File: src/rtl/mux_scan_sel_if.sv
// mux_scan_sel_if: channel data, scan controls and registered outputs of mux_scan_sel
interface mux_scan_sel_if #(
  parameter int N_CH    = 16,
  parameter int W       = 1,
  parameter int DWELL_W = 8
);
  localparam int SW = $clog2(N_CH);
  logic [N_CH*W-1:0]  d;
  logic               e_n;
  logic               mode;
  logic [SW-1:0]      s;
  logic [DWELL_W-1:0] dwell;
  logic [N_CH-1:0]    mask;
  logic [W-1:0]       y;
  logic [SW-1:0]      ch;
  logic               y_valid;
  logic               wrap;
  modport master (output d, e_n, mode, s, dwell, mask, input y, ch, y_valid, wrap);
  modport slave  (input d, e_n, mode, s, dwell, mask, output y, ch, y_valid, wrap);
endinterface

File: src/rtl/mux_scan_sel.sv
// mux_scan_sel: N-channel registered mux with manual select and masked auto-scan sequencer
module mux_scan_sel #(
  parameter int N_CH    = 16,
  parameter int W       = 1,
  parameter int DWELL_W = 8
) (
  input  logic          clk,
  input  logic          rst_n,
  mux_scan_sel_if.slave bus
);
  localparam int SW = $clog2(N_CH);
  typedef enum logic [1:0] {IDLE, MANUAL, SCAN} state_t;
  state_t             state_q, state_d;
  logic [SW-1:0]      ch_q, ch_d, lo, nx;
  logic [DWELL_W-1:0] cnt_q, cnt_d;
  logic [W-1:0]       y_q, y_d;
  logic               y_valid_q, wrap_q, wrap_d, ok, hit;
  logic [W-1:0]       dv [N_CH];
  always_comb begin
    lo = '0;
    nx = '0;
    hit = 1'b0;
    for (int k = N_CH - 1; k >= 0; k--) begin
      if (bus.mask[k]) lo = SW'(k);
      if (bus.mask[k] && k > int'(ch_q)) begin
        nx = SW'(k);
        hit = 1'b1;
      end
    end
    for (int k = 0; k < N_CH; k++) dv[k] = bus.d[k*W +: W];
    // an all-zero mask parks the sequencer in IDLE so resumption restarts like a fresh entry
    state_d = bus.e_n ? IDLE : !bus.mode ? MANUAL : |bus.mask ? SCAN : IDLE;
    ch_d = ch_q;
    cnt_d = '0;
    ok = 1'b0;
    wrap_d = 1'b0;
    if (state_d == MANUAL) begin
      ch_d = bus.s;
      ok = int'(bus.s) < N_CH;
    end else if (state_d == SCAN) begin
      ok = 1'b1;
      if (state_q != SCAN) ch_d = lo;
      else if (!bus.mask[ch_q] && y_valid_q) begin
        ok = 1'b0;
        cnt_d = cnt_q;
      end else if (!bus.mask[ch_q] || cnt_q >= bus.dwell) begin
        ch_d = hit ? nx : lo;
        wrap_d = !hit;
      end else cnt_d = cnt_q + DWELL_W'(1);
    end
    y_d = ok ? dv[ch_d] : '0;
  end
  always_ff @(posedge clk or negedge rst_n) begin
    if (!rst_n) begin
      state_q   <= IDLE;
      ch_q      <= '0;
      cnt_q     <= '0;
      y_q       <= '0;
      y_valid_q <= 1'b0;
      wrap_q    <= 1'b0;
    end else begin
      state_q   <= state_d;
      ch_q      <= ch_d;
      cnt_q     <= cnt_d;
      y_q       <= y_d;
      y_valid_q <= ok;
      wrap_q    <= wrap_d;
    end
  end
  assign bus.y       = y_q;
  assign bus.ch      = ch_q;
  assign bus.y_valid = y_valid_q;
  assign bus.wrap    = wrap_q;
endmodule

File: src/flat_wrapper.sv
// flat-port wrapper written by rule: the top's interface ports become plain ports
module mux_scan_sel_flat 
#(
  parameter int N_CH    = 16,
  parameter int W       = 1,
  parameter int DWELL_W = 8
)
  (clk, rst_n, bus_d, bus_e_n, bus_mode, bus_s, bus_dwell, bus_mask, bus_y, bus_ch, bus_y_valid, bus_wrap);
  mux_scan_sel_if #(.N_CH(N_CH), .W(W), .DWELL_W(DWELL_W)) bus_i ();
  input  logic clk;
  input  logic rst_n;
  input wire logic [$bits(bus_i.d)-1:0] bus_d;
  input wire logic [$bits(bus_i.e_n)-1:0] bus_e_n;
  input wire logic [$bits(bus_i.mode)-1:0] bus_mode;
  input wire logic [$bits(bus_i.s)-1:0] bus_s;
  input wire logic [$bits(bus_i.dwell)-1:0] bus_dwell;
  input wire logic [$bits(bus_i.mask)-1:0] bus_mask;
  output wire logic [$bits(bus_i.y)-1:0] bus_y;
  output wire logic [$bits(bus_i.ch)-1:0] bus_ch;
  output wire logic [$bits(bus_i.y_valid)-1:0] bus_y_valid;
  output wire logic [$bits(bus_i.wrap)-1:0] bus_wrap;
  assign bus_i.d = bus_d;
  assign bus_i.e_n = bus_e_n;
  assign bus_i.mode = bus_mode;
  assign bus_i.s = bus_s;
  assign bus_i.dwell = bus_dwell;
  assign bus_i.mask = bus_mask;
  assign bus_y = bus_i.y;
  assign bus_ch = bus_i.ch;
  assign bus_y_valid = bus_i.y_valid;
  assign bus_wrap = bus_i.wrap;
  mux_scan_sel #(.N_CH(N_CH), .W(W), .DWELL_W(DWELL_W)) u_core (.clk(clk), .rst_n(rst_n), .bus(bus_i));
endmodule
File: config.mk
export PLATFORM = sky130hd
export DESIGN_NAME = mux_scan_sel_flat
export DESIGN_NICKNAME = d
export VERILOG_FILES = /design/src/rtl/mux_scan_sel_if.sv /design/src/rtl/mux_scan_sel.sv /design/src/flat_wrapper.sv
export SDC_FILE = /design/constraint.sdc
export NUM_CORES = 1
export LEC_CHECK = 0
export CORE_MARGIN = 2
export CORE_UTILIZATION = 50
export DETAILED_ROUTE_END_ITERATION = 8
export MAX_ROUTING_LAYER = met4
export PLACE_DENSITY = 0.91
export SLEW_MARGIN = 20
export SYNTH_ARGS = -nofsm -noshare
export SYNTH_HDL_FRONTEND = slang
export SYNTH_SLANG_ARGS = --single-unit
File: constraint.sdc
create_clock -name clk -period 5.7 [get_ports clk]
set_input_delay 0.57 -clock clk [delete_from_list [all_inputs] [get_ports clk]]
set_output_delay 0.57 -clock clk [all_outputs]
set_load 0.05 [all_outputs]
==> flow_summary.yaml <==
clock_network:
  clkLatencyLatePin_ns: 0.25
  cts_sinks: 17
  cts.clk_slew.worst_paths_ns: 0.07
  post-cts-setup-buffer-count: 0
  clock-root-buffer: "clkbuf_8"
  ctsHoldBuffers: 0
  cts_tree: "built"
  max-clock-path-buffers: 2
  cts_buffers: 3
  cts_resized: 0
  htreeDepth: 1
worst_setup_path:
  required_ns: 5.83
  critPathMaxFanout: 8
  max_stage_delay_ns: 0.45
  crit_arrival_ns: 3.79
  cp_cell_sequence: "clkdlybuf4s50_1, inv_1, ha_1, a21o_1, a2111oi_2, o21ai_1, and2_2, o21a_2, a221o_2, nand2_4, mux2_2, o31ai_1, o22ai_2"
  cpMaxStageDelayCell: "clkdlybuf4s50_1"
  worstSetupPathType: "input port to flop"
  worstSetupStartpointType: "input port"
  critPathCaptureType: "flop"
yosys:
  synth_cells: 279
  synth_edf_count: 0
  ys_seq_area_share_pct: 19.9
  yosys_warnings: 0
  yosysMostFrequentCell: "nand2_1"
  synth_common_cells: "nand2_1 (25), nor2_1 (22), o21ai_0 (22), inv_1 (18), dfrtp_1 (17)"
  yosys.area.top_type: "dfrtp_1"
  syn_area_per_cell_um2: 7.66
  syn_area_um2: 2140
  yosys.cell_types.count: 68
  async_reset_ff_share_pct: 100
  synth_area_leaders: "dfrtp_1 (20%), ha_1 (5.3%), o21ai_0 (5.2%)"
  synth_top_area_share_pct: 19.9
  synth_seq_cells: 17
  syn-num-nets: 336
  yosys_most_used_dff: "dfrtp_1"
floorplanning:
  design.core.area_um2: 4060
  die_area_um2: 4810
  die_w_um: 69.4
  initial_core_util_pct: 52.7
  ios: 55
  rows: 23
  die_y_um: 69.4
routing:
  vias: 2354
  drtIter0Drc: 216
  wl_mm: 5.91
  ant_nets: 0
  via_per_inst: 6.29
  wl_per_cell_um: 15.8
  drt-pass1-iter-count: 4
  drc: 0
timing:
  max_slew_margin_pct: 48.9
  tightest_slew_ns: 0.767
  max_freq_ghz: 0.273
  setup_ws_ns: 2.04
  rsz0062_at_grt: "false"
  min_period_over_period_pct: 64.3
  finalHoldViolCount: 0
  tns_ns: 0
  hold-worst-slack_ns: 0.534
  drv_slew: 0
  period_minus_slack_ns: 3.66
  setup_violations: 0
  skew_ns: 0.00262
final_layout:
  fillers: 349
  finalInstanceArea_um2: 2700
  drive_gt1_share_pct: 8.95
  insertedDiodeCount: 0
  area_delta_synth_final_pct: 26.4
  finalNetCount: 382
  post-route-util_pct: 66.6
placement:
  place_area_um2: 2650
  dpl.hpwl_mm: 4.58
  dpl_worst_slack_ns: 1.76
  place_congestion: 0.896
  port_buffers: 54
global_route:
  grt_usage_pct: 25.2
  grt_max_degree: 26
  antenna_found_initial: 0
  grt_pass1_vias: 2105
  grt_pass1_wl_mm: 9.93
  grt.overflow.total: 0
run_status:
  status: "finished, final reports clean"
worst_hold_path:
  hp-class: "flop to flop"
power:
  ir_worst_vdd_uv: 110
  p_leak_uw: 0.00113
  powerDensity_nw_per_um2: 197
flow_run:
  cap_violations: 0
-- layout by cell type, fill, tap and decap left out, types with 3 or more instances in the layout --
master            n
clkdlybuf4s50_1  54
nand2_1          25
nor2_1           22
o21ai_0          22
inv_1            18
dfrtp_1          17
a21oi_1          14
nand3_1          13
nor3_1            9
ha_1              9
nand2b_1          7
o31ai_1           7
o22ai_1           6
o211ai_1          6
and3_1            5
mux2i_1           4
a21boi_0          4
nor2b_1           4
a211oi_1          4
nand4_1           4
nor4_1            3
inv_2             3
o2111ai_1         3
a31oi_1           3
o21bai_1          3
a221oi_1          3
clkbuf_8          3
-- cell type report --
type                            instances  area, um^2  area share [%]
Clock buffer                            3        41.3            1.53
Clock inverter                          1        7.51           0.278
Inverter                               21        78.8            2.92
Multi-Input combinational cell        228        1550            57.2
Sequential cell                        17         425            15.7
Tap cell                               50        62.6            2.32
Timing Repair Buffer                   54         541            20.0
-- final timing paths --
check	end	cells after the start	from	slack, ns
max	u_core.bus.y$_DFF_PN0_	13	bus_dwell[4]	2.04
min	u_core.cnt_q[7]$_DFFE_PN0P_	2	u_core.cnt_q[7]$_DFFE_PN0P_	0.53
max reg2reg	u_core.bus.y$_DFF_PN0_	9	u_core.bus.ch[1]$_DFF_PN0_	2.04
min reg2reg	u_core.cnt_q[7]$_DFFE_PN0P_	2	u_core.cnt_q[7]$_DFFE_PN0P_	0.53
max in group asynchronous	u_core.cnt_q[6]$_DFFE_PN0P_	1	rst_n	4.49
min in group asynchronous	u_core.bus.ch[2]$_DFF_PN0_	1	rst_n	0.75
-- report_power, final --
part,total [uW],internal [uW],switching [uW]
clock network,89.2,49.1,40.1
logic,281,123,157
registers,161,128,33.0
-- sequential cells by signal, summed over array words and instances, names as in the netlist --
register            cells
u_core.bus.y_valid      1
u_core.bus.ch           4
u_core.bus.wrap         1
u_core.state_q          2
u_core.bus.y            1
u_core.cnt_q            8
-- routing by layer --
| layer | global-route usage (%) | up-vias | share of wire, % |
|---|---|---|---|
| met5 | - | - | 0 |
| met4 | 3.92 | 0 | 1.5 |
| met3 | 4.51 | 10 | 7.2 |
| met2 | 39.4 | 102 | 47 |
| met1 | 34.8 | 1091 | 44 |
| li1 | - | 1151 | - |
-- metrics by stage --
stage               cells  total power [uW]
global placement      370               432
finish                374               531
global route          374               568
CTS                   374               527
floorplan             279               361
detailed placement    370               438
-- kinds of logic after synthesis --
logic type	Yosys count	share of synthesized area [%]
simple gates	106	25.4
compound gates	103	35.6
buf+inv	34	7.79
flops	17	19.9
fa+ha+maj	9	5.27
mux	8	5.21
xor+xnor	2	0.820
-- worst max-delay path: cells and delay by family --
family	cells	cell delay [ns]
AND/OR/NAND/NOR	2	0.40
adder cells (fa/ha/maj)	1	0.31
multiplexers	1	0.34
AO/OA/AOI/OAI	7	1.66
buffers and inverters	2	0.49
No activity file was read; power rests on OpenSTA's default activity.
